<file path="src/rtl/uart_msg_tx.sv">
// UART message transmitter: writable character buffer, configurable frame format,
// one-shot or gap-separated repeating transmission with abort.
module uart_msg_tx #(
   parameter int CLK_FREQ   = 27000000,
   parameter int BAUD_RATE  = 115200,
   parameter int DATA_BITS  = 8,
   parameter int PARITY     = 0,
   parameter int STOP_BITS  = 1,
   parameter int MSG_DEPTH  = 32,
   parameter int GAP_CYCLES = 5000000,
   localparam int AW        = $clog2(MSG_DEPTH)
) (
   input  logic                 clk,
   input  logic                 rst_n,
   input  logic                 wr_en,
   input  logic [AW-1:0]        wr_addr,
   input  logic [DATA_BITS-1:0] wr_data,
   input  logic [AW:0]          msg_len,
   input  logic                 start,
   input  logic                 repeat_en,
   input  logic                 abort,
   output logic                 uart_tx,
   output logic                 busy,
   output logic                 byte_done,
   output logic                 msg_done,
   output logic [AW:0]          char_idx
);

   localparam int BAUD_DIV = CLK_FREQ / BAUD_RATE;
   localparam int BCW      = $clog2(BAUD_DIV);
   localparam int GCW      = $clog2(GAP_CYCLES + 1);
   localparam int DCW      = $clog2(DATA_BITS);

   localparam logic [BCW-1:0] BAUD_LAST = BCW'(BAUD_DIV - 1);
   localparam logic [DCW-1:0] DATA_LAST = DCW'(DATA_BITS - 1);
   localparam logic [AW:0]    DEPTH     = (AW + 1)'(MSG_DEPTH);
   // Line outputs lag the state by one clock, so the gap state lasts one cycle less
   // than GAP_CYCLES to land the next start bit GAP_CYCLES after msg_done.
   localparam logic [GCW-1:0] GAP_LAST  = GCW'((GAP_CYCLES >= 2) ? GAP_CYCLES - 2 : 0);

   typedef enum logic [2:0] {
      S_IDLE,
      S_START,
      S_DATA,
      S_PAR,
      S_STOP,
      S_GAP
   } state_t;

   logic [DATA_BITS-1:0] mem_q [MSG_DEPTH];

   state_t               state_q;
   logic [BCW-1:0]       baud_q;
   logic [DCW-1:0]       bit_q;
   logic                 stop_q;
   logic [GCW-1:0]       gap_q;
   logic [AW:0]          idx_q;
   logic [AW:0]          len_q;
   logic [DATA_BITS-1:0] shift_q;
   logic                 par_q;
   logic                 tx_q;
   logic                 busy_q;
   logic                 byte_done_q;
   logic                 msg_done_q;
   logic [AW:0]          char_idx_q;

   logic [AW:0]          len_d;
   logic                 tx_d;
   logic                 bit_end;
   logic                 last_char;
   logic [DATA_BITS-1:0] next_chr;

   function automatic logic par_of(input logic [DATA_BITS-1:0] d);
      return (^d) ^ (PARITY == 1);
   endfunction

   always_ff @(posedge clk) begin
      if (wr_en) begin
         mem_q[wr_addr] <= wr_data;
      end
   end

   always_comb begin
      len_d     = (msg_len > DEPTH) ? DEPTH : msg_len;
      bit_end   = (baud_q == BAUD_LAST);
      last_char = (idx_q == len_q - 1'b1);
      next_chr  = mem_q[idx_q[AW-1:0] + 1'b1];
      case (state_q)
         S_START: tx_d = 1'b0;
         S_DATA:  tx_d = shift_q[0];
         S_PAR:   tx_d = par_q;
         default: tx_d = 1'b1;
      endcase
   end

   always_ff @(posedge clk) begin
      if (!rst_n) begin
         state_q     <= S_IDLE;
         baud_q      <= '0;
         bit_q       <= '0;
         stop_q      <= 1'b0;
         gap_q       <= '0;
         idx_q       <= '0;
         len_q       <= '0;
         shift_q     <= '0;
         par_q       <= 1'b0;
         tx_q        <= 1'b1;
         busy_q      <= 1'b0;
         byte_done_q <= 1'b0;
         msg_done_q  <= 1'b0;
         char_idx_q  <= '0;
      end else if (abort && state_q != S_IDLE) begin
         state_q     <= S_IDLE;
         baud_q      <= '0;
         idx_q       <= '0;
         tx_q        <= 1'b1;
         busy_q      <= 1'b0;
         byte_done_q <= 1'b0;
         msg_done_q  <= 1'b0;
         char_idx_q  <= '0;
      end else begin
         tx_q        <= tx_d;
         busy_q      <= (state_q != S_IDLE);
         char_idx_q  <= idx_q;
         byte_done_q <= 1'b0;
         msg_done_q  <= 1'b0;
         baud_q      <= bit_end ? '0 : baud_q + 1'b1;
         case (state_q)
            S_IDLE: begin
               baud_q <= '0;
               if (start && !abort && msg_len != '0) begin
                  state_q <= S_START;
                  idx_q   <= '0;
                  len_q   <= len_d;
                  shift_q <= mem_q[0];
                  par_q   <= par_of(mem_q[0]);
               end
            end
            S_START: begin
               if (bit_end) begin
                  state_q <= S_DATA;
                  bit_q   <= '0;
               end
            end
            S_DATA: begin
               if (bit_end) begin
                  shift_q <= shift_q >> 1;
                  bit_q   <= bit_q + 1'b1;
                  if (bit_q == DATA_LAST) begin
                     state_q <= (PARITY != 0) ? S_PAR : S_STOP;
                     stop_q  <= 1'b0;
                  end
               end
            end
            S_PAR: begin
               if (bit_end) begin
                  state_q <= S_STOP;
                  stop_q  <= 1'b0;
               end
            end
            S_STOP: begin
               if (bit_end) begin
                  if (stop_q == 1'(STOP_BITS - 1)) begin
                     byte_done_q <= 1'b1;
                     if (!last_char) begin
                        state_q <= S_START;
                        idx_q   <= idx_q + 1'b1;
                        shift_q <= next_chr;
                        par_q   <= par_of(next_chr);
                     end else begin
                        msg_done_q <= 1'b1;
                        idx_q      <= '0;
                        if (!repeat_en) begin
                           state_q <= S_IDLE;
                        end else if (GAP_CYCLES > 1) begin
                           state_q <= S_GAP;
                           gap_q   <= '0;
                        end else if (msg_len != '0) begin
                           state_q <= S_START;
                           len_q   <= len_d;
                           shift_q <= mem_q[0];
                           par_q   <= par_of(mem_q[0]);
                        end else begin
                           state_q <= S_IDLE;
                        end
                     end
                  end else begin
                     stop_q <= 1'b1;
                  end
               end
            end
            S_GAP: begin
               baud_q <= '0;
               gap_q  <= gap_q + 1'b1;
               if (gap_q == GAP_LAST) begin
                  if (msg_len != '0) begin
                     state_q <= S_START;
                     len_q   <= len_d;
                     shift_q <= mem_q[0];
                     par_q   <= par_of(mem_q[0]);
                  end else begin
                     state_q <= S_IDLE;
                  end
               end
            end
            default: state_q <= S_IDLE;
         endcase
      end
   end

   assign uart_tx   = tx_q;
   assign busy      = busy_q;
   assign byte_done = byte_done_q;
   assign msg_done  = msg_done_q;
   assign char_idx  = char_idx_q;

endmodule
</file>
<file path="config.mk">
export PLATFORM = sky130hd
export DESIGN_NAME = uart_msg_tx
export DESIGN_NICKNAME = d
export VERILOG_FILES = /design/src/rtl/uart_msg_tx.sv
export SDC_FILE = /design/constraint.sdc
export NUM_CORES = 1
export LEC_CHECK = 0
export CORE_ASPECT_RATIO = 0.75
export CORE_MARGIN = 4
export CORE_UTILIZATION = 60
export CTS_CLUSTER_SIZE = 28
export DETAILED_ROUTE_END_ITERATION = 8
export PLACE_DENSITY = 0.78
export SLEW_MARGIN = 10
export SYNTH_ARGS = -nofsm -noshare
export SYNTH_HDL_FRONTEND = slang
export SYNTH_SLANG_ARGS = --single-unit
</file>
<file path="constraint.sdc">
create_clock -name clk -period 5.05 [get_ports clk]
set_input_delay 0.505 -clock clk [delete_from_list [all_inputs] [get_ports clk]]
set_output_delay 0.505 -clock clk [all_outputs]
set_load 0.1 [all_outputs]
</file>
==> results of run 1 <==
-- cell type report --
class	instances	share of cell area, %
Multi-Input combinational cell	668	30.1
Clock inverter	19	0.552
Timing Repair Buffer	46	2.81
Clock buffer	36	5.15
Inverter	12	0.292
Tap cell	300	2.43
Sequential cell	324	58.7
-- flip-flops by register name (all words and copies together), names as in the netlist --
name       flops
busy           1
mem_q        256
state_q        3
char_idx       6
shift_q        8
idx_q          6
byte_done      1
gap_q         23
baud_q         8
len_q          6
bit_q          3
uart_tx        1
msg_done       1
par_q          1
-- placed cells by master, fill, tap and decap left out, drive strengths merged, types with 3 or more instances in the layout --
master / count
mux2i: 39
clkinv: 16
clkdlybuf4s50: 32
and3: 12
or3: 4
a22oi: 11
or4: 3
o21ai: 32
nor4: 7
and2: 4
nor3: 16
xnor2: 29
nor2: 103
nand2b: 7
nand4: 13
a2111oi: 21
nand3b: 11
a21oi: 16
edfxtp: 256
a211oi: 22
buf: 13
nand3: 41
mux2: 72
nor2b: 28
or2: 9
o31ai: 3
xor2: 24
nand2: 53
or3b: 3
ha: 8
a2bb2oi: 3
inv: 12
o32ai: 4
a21boi: 14
dfxtp: 68
clkinvlp: 3
clkbuf: 37
nor4b: 5
o22ai: 37
-- final timing paths --
kind                           start                 endpoint
max            idx_q[1]$_SDFFE_PP0P_       par_q$_SDFFE_PN0P_
min reg2reg  shift_q[4]$_SDFFE_PN0P_  shift_q[4]$_SDFFE_PN0P_
min          shift_q[4]$_SDFFE_PN0P_  shift_q[4]$_SDFFE_PN0P_
max reg2reg    idx_q[1]$_SDFFE_PP0P_       par_q$_SDFFE_PN0P_
-- power breakdown --
| part | switching (W) | internal, W | total [W] | leakage (nW) |
|---|---|---|---|---|
| Clock | 0.000939 | 0.00111 | 0.00205 | 0.427 |
| Sequential | 0.0000168 | 0.00292 | 0.00293 | 2.86 |
| Combinational | 0.000161 | 0.0000818 | 0.000243 | 1.48 |
-- kinds of logic (layout without fill, tap and decap cells) --
group,after synthesis,count (layout),synth area share (%)
AO/OA/AOI/OAI,174,174,8.56
AND/OR/NAND/NOR,322,322,11.6
buffers and inverters,67,113,2.39
XOR/XNOR,53,53,3.50
multiplexers,111,111,8.58
flip-flops,324,324,64.6
adder cells (fa/ha/maj),8,8,0.715
-- layer usage --
metal | wire, um | vias to the layer above | track usage [%]
met2 | 13500 | 461 | 34.3
met4 | 528 | 0 | 4.47
li1 | - | 4068 | -
met3 | 3420 | 52 | 5.53
met1 | 14200 | 4323 | 39.3
met5 | 0 | - | 0
-- critical path: stages, from the launching register on --
cell and delay [ps]:
dfxtp_1 390, ha_4 910, buf_12 390, mux2_2 230, o22ai_1 100, a2111oi_0 1120
nor3_1 160, xnor2_1 200, xnor2_1 220, xnor2_1 170, o221ai_1 150
-- through the flow --
| step | utilization, % | worst slack, ps | cell area (um^2) | power [W] |
|---|---|---|---|---|
| global route | 67.0 | 861 | 15400 | 0.00539 |
| CTS | 67.1 | 970 | 15400 | 0.00524 |
| detailed placement | 63.2 | 982 | 14500 | 0.00323 |
| finish | 67.0 | 764 | 15400 | 0.00522 |
| global placement | 63.2 | 1130 | 14500 | 0.00322 |
| floorplan | - | 2320 | 14000 | 0.00312 |
==> impl_metrics.xml, run 1 <==
<?xml version="1.0" encoding="UTF-8"?>
<metrics>
  <group name="sta">
    <metric name="max-slew-margin-rel" unit="%">11.7</metric>
    <metric name="report.final.setup_viol" unit="">0</metric>
    <metric name="finalHoldViolations" unit="">0</metric>
    <metric name="max_clock_freq" unit="GHz">0.233</metric>
    <metric name="fin_setup_tns" unit="ps">0</metric>
    <metric name="worstMarginPinSlew" unit="ps">1290</metric>
    <metric name="fin_crit_sh" unit="%">84.9</metric>
    <metric name="timing_max_transition_violations_final" unit="">0</metric>
    <metric name="timing.hold.ws" unit="ps">470</metric>
    <metric name="finalCriticalPeriod" unit="ps">4290</metric>
    <metric name="clock_skew" unit="ps">8.99</metric>
    <metric name="grt_setup_unrepaired" unit="">false</metric>
  </group>
  <group name="grt">
    <metric name="vias_in_the_first_global_route" unit="">8349</metric>
    <metric name="initial_antenna_violation_count" unit="">0</metric>
    <metric name="globalRouteOverflowTotal" unit="">0</metric>
    <metric name="pin_count_of_the_biggest_net_entering_global_routing" unit="">74</metric>
    <metric name="globalRouteTotalUtil" unit="%">24.3</metric>
    <metric name="grt_pass1_wl" unit="um">48800</metric>
  </group>
  <group name="die">
    <metric name="fp.coreArea" unit="mm^2">0.0230</metric>
    <metric name="boundaryPins" unit="">35</metric>
    <metric name="die_height" unit="um">140</metric>
    <metric name="effective_utilization_at_floorplan" unit="%">60.9</metric>
    <metric name="die_area" unit="mm^2">0.0259</metric>
    <metric name="die_width" unit="um">184</metric>
    <metric name="row_count" unit="">48</metric>
  </group>
  <group name="routing">
    <metric name="ant_nets" unit="">0</metric>
    <metric name="drt-wirelength-per-cell" unit="um">22.5</metric>
    <metric name="drt_pre_antenna_iters" unit="">6</metric>
    <metric name="via_count" unit="">8904</metric>
    <metric name="dr.first_iter.drc_count" unit="">1341</metric>
    <metric name="drt-vias-per-instance" unit="">6.34</metric>
    <metric name="route.final.wire_length" unit="um">31600</metric>
    <metric name="drcViolationCount" unit="">0</metric>
  </group>
  <group name="critical_path">
    <metric name="worst_ep_required_time" unit="ps">5440</metric>
    <metric name="crit_type" unit="">register to register</metric>
    <metric name="r2r_slack" unit="ps">760</metric>
    <metric name="crit_path_start_kind" unit="">register</metric>
    <metric name="element_type_at_the_critical_path_end" unit="">register</metric>
    <metric name="r2r_cells" unit="">10</metric>
    <metric name="data_arrival_at_the_endpoint_of_the_critical_path" unit="ps">4680</metric>
    <metric name="worst-path-max-fanout" unit="">73</metric>
  </group>
  <group name="clocking">
    <metric name="cts.sinks" unit="">324</metric>
    <metric name="postCtsSetupRepairBufs" unit="">0</metric>
    <metric name="clkLatencyLatePin" unit="ps">550</metric>
    <metric name="clkTransAtPathRegs" unit="ps">70</metric>
    <metric name="clock_tree.htree_level_count" unit="">1</metric>
    <metric name="cts_tree" unit="">done</metric>
    <metric name="cts_bufs_inserted" unit="">30</metric>
    <metric name="clockBufferDepth" unit="">3</metric>
    <metric name="cts.hold.buffers_added" unit="">0</metric>
    <metric name="post_cts.resized_instances" unit="">0</metric>
    <metric name="clockRootBuffer" unit="">clkbuf_16</metric>
  </group>
  <group name="power">
    <metric name="p_leak" unit="nW">4.77</metric>
    <metric name="power_density" unit="mW/mm^2">339</metric>
    <metric name="vdd_ir_drop_max" unit="mV">0.302</metric>
  </group>
  <group name="yosys">
    <metric name="syn-num-nets" unit="">1092</metric>
    <metric name="per_instance_average_area_after_synthesis" unit="um^2">13.2</metric>
    <metric name="synthFlopType" unit="">edfxtp_1</metric>
    <metric name="area_of_the_mapped_netlist" unit="mm^2">0.0140</metric>
    <metric name="syn_inst" unit="">1059</metric>
    <metric name="synth_warnings" unit="">0</metric>
    <metric name="synth.yosys.seq_area_share" unit="%">64.6</metric>
    <metric name="synth_seq_cells" unit="">324</metric>
    <metric name="post-synth-top-count-cell" unit="">edfxtp_1</metric>
    <metric name="netlist-cell-type-count" unit="">59</metric>
    <metric name="synth-edff-count" unit="">256</metric>
    <metric name="synth_top_area_cell" unit="">edfxtp_1</metric>
    <metric name="netlist_top_cells_area" unit="">edfxtp_1 55%, dfxtp_1 9.7%, mux2_2 5.8%</metric>
    <metric name="synth-async-reset-ratio" unit="%">0</metric>
    <metric name="ys_top_cells_by_count" unit="">256 x edfxtp_1, 102 x nor2_1, 72 x mux2_2, 68 x dfxtp_1, 50 x nand2_1</metric>
    <metric name="synthDominantCellAreaShare" unit="%">54.9</metric>
  </group>
  <group name="place">
    <metric name="port_buffers" unit="">34</metric>
    <metric name="place.detailed.instances" unit="">1350</metric>
    <metric name="gpl.final_weighted_congestion" unit="">0.923</metric>
    <metric name="dp_hpwl" unit="um">19900</metric>
  </group>
  <group name="layout">
    <metric name="ff_latch_area" unit="mm^2">0.00905</metric>
    <metric name="layout-drive-gt1-share" unit="%">13.7</metric>
    <metric name="multi_input_area" unit="mm^2">0.00464</metric>
    <metric name="area_growth" unit="%">10.1</metric>
    <metric name="layoutNonFillerInstCount" unit="">1405</metric>
    <metric name="nFillCells" unit="">1619</metric>
    <metric name="finish.net_count" unit="">1115</metric>
    <metric name="n_antenna_cell" unit="">0</metric>
  </group>
  <group name="flow_run">
    <metric name="cap_viol_max_count" unit="">0</metric>
  </group>
  <group name="hold_path">
    <metric name="holdCritPathClass" unit="">register to register</metric>
    <metric name="min_path_cells" unit="">2</metric>
  </group>
  <group name="outcome">
    <metric name="outcome" unit="">completed</metric>
  </group>
</metrics>
No activity file was read; power rests on OpenSTA's default activity.
==> inputs of run 2 (changes only) <==
Clock period 5.05 ns to 4 ns, I/O delays scaled along.
==> impl_metrics.xml, run 2 (synthesis gave the netlist of run 1 again) <==
<?xml version="1.0" encoding="UTF-8"?>
<metrics>
  <group name="sta">
    <metric name="report.final.setup_viol" unit="">0</metric>
    <metric name="fin_setup_tns" unit="ps">0</metric>
    <metric name="worstMarginPinSlew" unit="ps">1200</metric>
    <metric name="max_clock_freq" unit="GHz">0.270</metric>
    <metric name="timing_max_transition_violations_final" unit="">0</metric>
    <metric name="finalCriticalPeriod" unit="ps">3710</metric>
    <metric name="crit_path_setup_slack_layout" unit="ps">295</metric>
    <metric name="max-slew-margin-rel" unit="%">19.5</metric>
    <metric name="finalHoldViolations" unit="">0</metric>
    <metric name="timing.hold.ws" unit="ps">460</metric>
    <metric name="grt_setup_unrepaired" unit="">false</metric>
    <metric name="fin_crit_sh" unit="%">92.6</metric>
    <metric name="clock_skew" unit="ps">16.6</metric>
  </group>
  <group name="critical_path">
    <metric name="crit-reg2reg-launch" unit="">idx_q[1]$_SDFFE_PP0P_</metric>
    <metric name="r2r_slack" unit="ps">290</metric>
    <metric name="r2r_cells" unit="">10</metric>
    <metric name="worst_r2r_end" unit="">par_q$_SDFFE_PN0P_</metric>
    <metric name="crit_end" unit="">par_q$_SDFFE_PN0P_</metric>
    <metric name="worst-path-max-fanout" unit="">52</metric>
    <metric name="crit_path_start_kind" unit="">register</metric>
    <metric name="setup.worst_path.start" unit="">idx_q[1]$_SDFFE_PP0P_</metric>
    <metric name="data_arrival_at_the_endpoint_of_the_critical_path" unit="ps">4110</metric>
    <metric name="element_type_at_the_critical_path_end" unit="">register</metric>
    <metric name="worst_ep_required_time" unit="ps">4410</metric>
    <metric name="crit_type" unit="">register to register</metric>
  </group>
  <group name="clocking">
    <metric name="cts_tree" unit="">done</metric>
    <metric name="clockRootBuffer" unit="">clkbuf_16</metric>
    <metric name="postCtsSetupRepairBufs" unit="">0</metric>
    <metric name="clockBufferDepth" unit="">3</metric>
    <metric name="clkLatencyLatePin" unit="ps">560</metric>
    <metric name="clkTransAtPathRegs" unit="ps">70</metric>
    <metric name="clock_tree.htree_level_count" unit="">1</metric>
    <metric name="cts_bufs_inserted" unit="">31</metric>
    <metric name="cts.hold.buffers_added" unit="">0</metric>
    <metric name="post_cts.resized_instances" unit="">0</metric>
    <metric name="cts.sinks" unit="">324</metric>
  </group>
  <group name="layout">
    <metric name="largest_registers" unit="">mem_q (256), gap_q (23)</metric>
    <metric name="area_growth" unit="%">12.5</metric>
    <metric name="registers.top_by_ff_count" unit="">mem_q</metric>
    <metric name="layout-drive-gt1-share" unit="%">15.5</metric>
    <metric name="layout.cells.most_common" unit="">edfxtp_1</metric>
    <metric name="n_antenna_cell" unit="">0</metric>
    <metric name="largest_reg_flops" unit="">256</metric>
    <metric name="layout.cells.most_common_list" unit="">256 x edfxtp_1, 102 x nor2_1, 72 x mux2_2</metric>
    <metric name="finish.net_count" unit="">1141</metric>
    <metric name="finish.utilization" unit="%">68.5</metric>
  </group>
  <group name="place">
    <metric name="gpl.final_weighted_congestion" unit="">0.901</metric>
    <metric name="dp_hpwl" unit="um">20800</metric>
    <metric name="place_ws" unit="ps">334</metric>
    <metric name="port_buffers" unit="">34</metric>
  </group>
  <group name="grt">
    <metric name="initial_antenna_violation_count" unit="">1</metric>
    <metric name="pin_count_of_the_biggest_net_entering_global_routing" unit="">53</metric>
    <metric name="grt_pass1_wl" unit="um">51100</metric>
    <metric name="globalRouteTotalUtil" unit="%">25.5</metric>
    <metric name="vias_in_the_first_global_route" unit="">8721</metric>
    <metric name="globalRouteOverflowTotal" unit="">0</metric>
  </group>
  <group name="routing">
    <metric name="via_count" unit="">9008</metric>
    <metric name="dr.first_iter.drc_count" unit="">996</metric>
    <metric name="drcViolationCount" unit="">0</metric>
    <metric name="ant_nets" unit="">0</metric>
    <metric name="route.final.wire_length" unit="um">32700</metric>
    <metric name="drt_pre_antenna_iters" unit="">5</metric>
    <metric name="drt-vias-per-instance" unit="">6.30</metric>
    <metric name="drt-wirelength-per-cell" unit="um">22.9</metric>
  </group>
  <group name="die">
    <metric name="fp.coreArea" unit="mm^2">0.0230</metric>
    <metric name="row_count" unit="">48</metric>
    <metric name="boundaryPins" unit="">35</metric>
    <metric name="die_width" unit="um">184</metric>
    <metric name="die_area" unit="mm^2">0.0259</metric>
    <metric name="effective_utilization_at_floorplan" unit="%">60.9</metric>
    <metric name="die_height" unit="um">140</metric>
  </group>
  <group name="power">
    <metric name="power_density" unit="mW/mm^2">444</metric>
    <metric name="vdd_ir_drop_max" unit="mV">0.341</metric>
    <metric name="power.total" unit="W">0.00699</metric>
    <metric name="p_leak" unit="nW">4.97</metric>
  </group>
  <group name="flow_run">
    <metric name="cap_viol_max_count" unit="">0</metric>
  </group>
  <group name="hold_path">
    <metric name="min_path_cells" unit="">2</metric>
    <metric name="holdCritPathClass" unit="">register to register</metric>
  </group>
  <group name="outcome">
    <metric name="outcome" unit="">completed</metric>
  </group>
</metrics>
-- run 2: worst min-delay path by stage --
stage	start	end	slack, ps
4_1_cts	shift_q[4]$_SDFFE_PN0P_	shift_q[4]$_SDFFE_PN0P_	460
6_report	shift_q[4]$_SDFFE_PN0P_	shift_q[4]$_SDFFE_PN0P_	460
3_5_place_dp	shift_q[4]$_SDFFE_PN0P_	shift_q[4]$_SDFFE_PN0P_	450
2_1_floorplan	shift_q[4]$_SDFFE_PN0P_	shift_q[4]$_SDFFE_PN0P_	430
3_3_place_gp	shift_q[4]$_SDFFE_PN0P_	shift_q[4]$_SDFFE_PN0P_	440
5_1_grt	shift_q[4]$_SDFFE_PN0P_	shift_q[4]$_SDFFE_PN0P_	490
-- run 2: layout make-up --
type,instances,area (um^2)
sequential,324,9050
fill,1568,7250
multi-input combinational,668,4630
clock buffer,33,783
timing repair buffer,71,631
tap,300,375
clock inverter,21,235
inverter,12,45.0
-- run 2: metrics by stage --
step           area (um^2)  cells
6_report             15800   1429
2_1_floorplan        14000   1059
3_5_place_dp         14700   1375
3_3_place_gp         14700   1375
5_1_grt              15800   1429
4_1_cts              15800   1429
-- run 2: per-layer routing --
metal  track usage, %  vias up  part of all wire [%]
li1                 -     4099                     -
met1             40.8     4399                    45
met2             35.7      447                    43
met3             6.00       61                    10
met4             5.68        2                   2.1
met5                0        -                 0.028
-- run 2: report_power, final --
| group | switching (W) | total (W) | leakage [nW] | internal, W |
|---|---|---|---|---|
| Sequential | 0.0000269 | 0.00371 | 2.86 | 0.00368 |
| Clock | 0.00125 | 0.00297 | 0.494 | 0.00173 |
| Combinational | 0.000202 | 0.000308 | 1.62 | 0.000107 |
| Total | 0.00147 | 0.00699 | 4.97 | 0.00552 |
-- run 2: critical path: stages (launching register included) --
cell and delay (ps):
dfxtp_1 390, ha_4 810, buf_4 310, mux2_2 190, o22ai_1 80, a2111oi_0 840, nor3_1 220, xnor2_1 240
xnor2_1 150, xnor2_1 150, o221ai_1 150
==> inputs of run 3 (changes only) <==
Settings changed: CORE_UTILIZATION 60 to 40, MAX_ROUTING_LAYER set to met4, PLACE_DENSITY 0.78 to not set.
==> impl_metrics.xml, run 3 (synthesis gave the netlist of run 1 again) <==
<?xml version="1.0" encoding="UTF-8"?>
<metrics>
  <group name="critical_path">
    <metric name="data_arrival_at_the_endpoint_of_the_critical_path" unit="ps">4050</metric>
    <metric name="worst_ep_required_time" unit="ps">4370</metric>
    <metric name="crit_path_start_kind" unit="">register</metric>
    <metric name="element_type_at_the_critical_path_end" unit="">register</metric>
    <metric name="crit-reg2reg-launch" unit="">idx_q[1]$_SDFFE_PP0P_</metric>
    <metric name="crit_type" unit="">register to register</metric>
    <metric name="worst-path-max-fanout" unit="">28</metric>
    <metric name="r2r_slack" unit="ps">320</metric>
    <metric name="worst_r2r_end" unit="">par_q$_SDFFE_PN0P_</metric>
    <metric name="r2r_cells" unit="">12</metric>
  </group>
  <group name="sta">
    <metric name="worstMarginPinSlew" unit="ps">1100</metric>
    <metric name="max-slew-margin-rel" unit="%">25.0</metric>
    <metric name="finalHoldViolations" unit="">0</metric>
    <metric name="grt_setup_unrepaired" unit="">false</metric>
    <metric name="finalCriticalPeriod" unit="ps">3680</metric>
    <metric name="fin_setup_tns" unit="ps">0</metric>
    <metric name="clock_skew" unit="ps">17.1</metric>
    <metric name="max_clock_freq" unit="GHz">0.272</metric>
    <metric name="report.final.setup_viol" unit="">0</metric>
    <metric name="crit_path_setup_slack_layout" unit="ps">318</metric>
    <metric name="timing_max_transition_violations_final" unit="">0</metric>
    <metric name="fin_crit_sh" unit="%">92.1</metric>
  </group>
  <group name="layout">
    <metric name="largest_registers" unit="">mem_q (256), gap_q (23)</metric>
    <metric name="finish.net_count" unit="">1149</metric>
    <metric name="layout.cells.most_common_list" unit="">256 x edfxtp_1, 102 x nor2_1, 72 x mux2_2</metric>
    <metric name="finish.utilization" unit="%">46.5</metric>
    <metric name="largest_reg_flops" unit="">256</metric>
    <metric name="registers.top_by_ff_count" unit="">mem_q</metric>
    <metric name="stdcell_area" unit="mm^2">0.0161</metric>
    <metric name="layout.cells.most_common" unit="">edfxtp_1</metric>
    <metric name="layout-drive-gt1-share" unit="%">16.2</metric>
    <metric name="area_growth" unit="%">15.0</metric>
    <metric name="n_antenna_cell" unit="">0</metric>
  </group>
  <group name="routing">
    <metric name="highest-signal-layer" unit="">met4</metric>
    <metric name="routedLengthMet1" unit="um">15900</metric>
    <metric name="met2RoutedLength" unit="um">14000</metric>
    <metric name="route.final.wire_length" unit="um">33300</metric>
    <metric name="via_count" unit="">8871</metric>
    <metric name="dr.first_iter.drc_count" unit="">841</metric>
    <metric name="ant_nets" unit="">0</metric>
    <metric name="drcViolationCount" unit="">0</metric>
    <metric name="drt-vias-per-instance" unit="">5.55</metric>
    <metric name="drt-wirelength-per-cell" unit="um">20.8</metric>
    <metric name="drt_pre_antenna_iters" unit="">5</metric>
    <metric name="detailroute.wirelength.met3" unit="um">2640</metric>
  </group>
  <group name="grt">
    <metric name="grt_pass1_wl" unit="um">51700</metric>
    <metric name="vias_in_the_first_global_route" unit="">8670</metric>
    <metric name="globalRouteOverflowTotal" unit="">0</metric>
    <metric name="initial_antenna_violation_count" unit="">0</metric>
    <metric name="pin_count_of_the_biggest_net_entering_global_routing" unit="">35</metric>
    <metric name="globalRouteTotalUtil" unit="%">18.0</metric>
  </group>
  <group name="die">
    <metric name="die_height" unit="um">170</metric>
    <metric name="die_width" unit="um">224</metric>
    <metric name="row_count" unit="">59</metric>
    <metric name="fp.coreArea" unit="mm^2">0.0346</metric>
    <metric name="boundaryPins" unit="">35</metric>
    <metric name="effective_utilization_at_floorplan" unit="%">40.4</metric>
    <metric name="die_area" unit="mm^2">0.0381</metric>
  </group>
  <group name="clocking">
    <metric name="cts.sinks" unit="">324</metric>
    <metric name="postCtsSetupRepairBufs" unit="">0</metric>
    <metric name="cts_bufs_inserted" unit="">35</metric>
    <metric name="clockRootBuffer" unit="">clkbuf_16</metric>
    <metric name="clkLatencyLatePin" unit="ps">530</metric>
    <metric name="clockBufferDepth" unit="">3</metric>
    <metric name="clkTransAtPathRegs" unit="ps">60</metric>
    <metric name="post_cts.resized_instances" unit="">0</metric>
    <metric name="cts_tree" unit="">done</metric>
    <metric name="clock_tree.htree_level_count" unit="">2</metric>
    <metric name="cts.hold.buffers_added" unit="">0</metric>
  </group>
  <group name="flow_run">
    <metric name="cap_viol_max_count" unit="">0</metric>
  </group>
  <group name="place">
    <metric name="place_ws" unit="ps">333</metric>
    <metric name="dpl-instance-area" unit="mm^2">0.0150</metric>
    <metric name="gpl.final_weighted_congestion" unit="">0.851</metric>
    <metric name="port_buffers" unit="">34</metric>
    <metric name="dp_hpwl" unit="um">21500</metric>
  </group>
  <group name="hold_path">
    <metric name="min_path_cells" unit="">2</metric>
    <metric name="min_delay_worst_endpoint" unit="">shift_q[5]$_SDFFE_PN0P_</metric>
    <metric name="holdCritPathClass" unit="">register to register</metric>
    <metric name="timing.hold.worst.start" unit="">shift_q[5]$_SDFFE_PN0P_</metric>
  </group>
  <group name="power">
    <metric name="power.total" unit="W">0.00722</metric>
    <metric name="p_leak" unit="nW">5.05</metric>
    <metric name="power_density" unit="mW/mm^2">448</metric>
    <metric name="vdd_ir_drop_max" unit="mV">0.227</metric>
  </group>
  <group name="outcome">
    <metric name="outcome" unit="">completed</metric>
  </group>
</metrics>
[run 3: cell types whose count changed in the layout (fill, tap and decap cells not counted), sizes merged]
cell | before | now
clkbuf | 33 | 48
buf | 37 | 41
clkinv | 14 | 11
bufinv | 5 | 3
clkinvlp | 1 | 0
[run 3: stage by stage]
stage                     cells  hold WS [ps]
after floorplan            1059           435
after global placement     1536           443
after detailed placement   1536           449
after CTS                  1599           457
after global routing       1599           472
final                      1599           452
[run 3: critical path, stage by stage, from the launching register on]
cell      delay [ps]
dfxtp_1          390
ha_4             590
buf_4            360
buf_4            220
mux2i_1          370
nand3_1          120
nand4_1          140
o32ai_1          130
nor3_1           510
xnor2_1          140
xnor2_1          250
xnor2_1          150
o221ai_1         130
[run 3: per-layer routing]
layer / up-vias / GRT usage (%)
li1: 4115 / -
met1: 4403 / 26.5
met2: 302 / 25.0
met4: 0 / 4.96
met5: - / -
met3: 51 / 4.09
[run 3: cell type report]
cell class / instances / area (um^2)
sequential: 324 / 9050
clock buffer: 48 / 977
clock inverter: 15 / 159
fill: 3012 / 18500
inverter: 12 / 45.0
tap: 457 / 572
multi-input combinational: 668 / 4630
timing repair buffer: 75 / 673
[run 3: worst max-delay path by stage]
stage | startpoint | to | slack, ps | cells past startpoint
floorplan | idx_q[1]$_SDFFE_PP0P_ | par_q$_SDFFE_PN0P_ | 1270 | 14
global placement | idx_q[1]$_SDFFE_PP0P_ | par_q$_SDFFE_PN0P_ | 290 | 12
detailed placement | idx_q[1]$_SDFFE_PP0P_ | par_q$_SDFFE_PN0P_ | 330 | 12
CTS | idx_q[1]$_SDFFE_PP0P_ | par_q$_SDFFE_PN0P_ | 310 | 12
global route | idx_q[1]$_SDFFE_PP0P_ | par_q$_SDFFE_PN0P_ | 40 | 12
finish | idx_q[1]$_SDFFE_PP0P_ | par_q$_SDFFE_PN0P_ | 320 | 12
[run 3: report_power, final]
part / switching [W] / total, W / internal (W)
registers: 0.0000305 / 0.00371 / 0.00368
clock network: 0.00130 / 0.00321 / 0.00191
logic: 0.000192 / 0.000300 / 0.000107
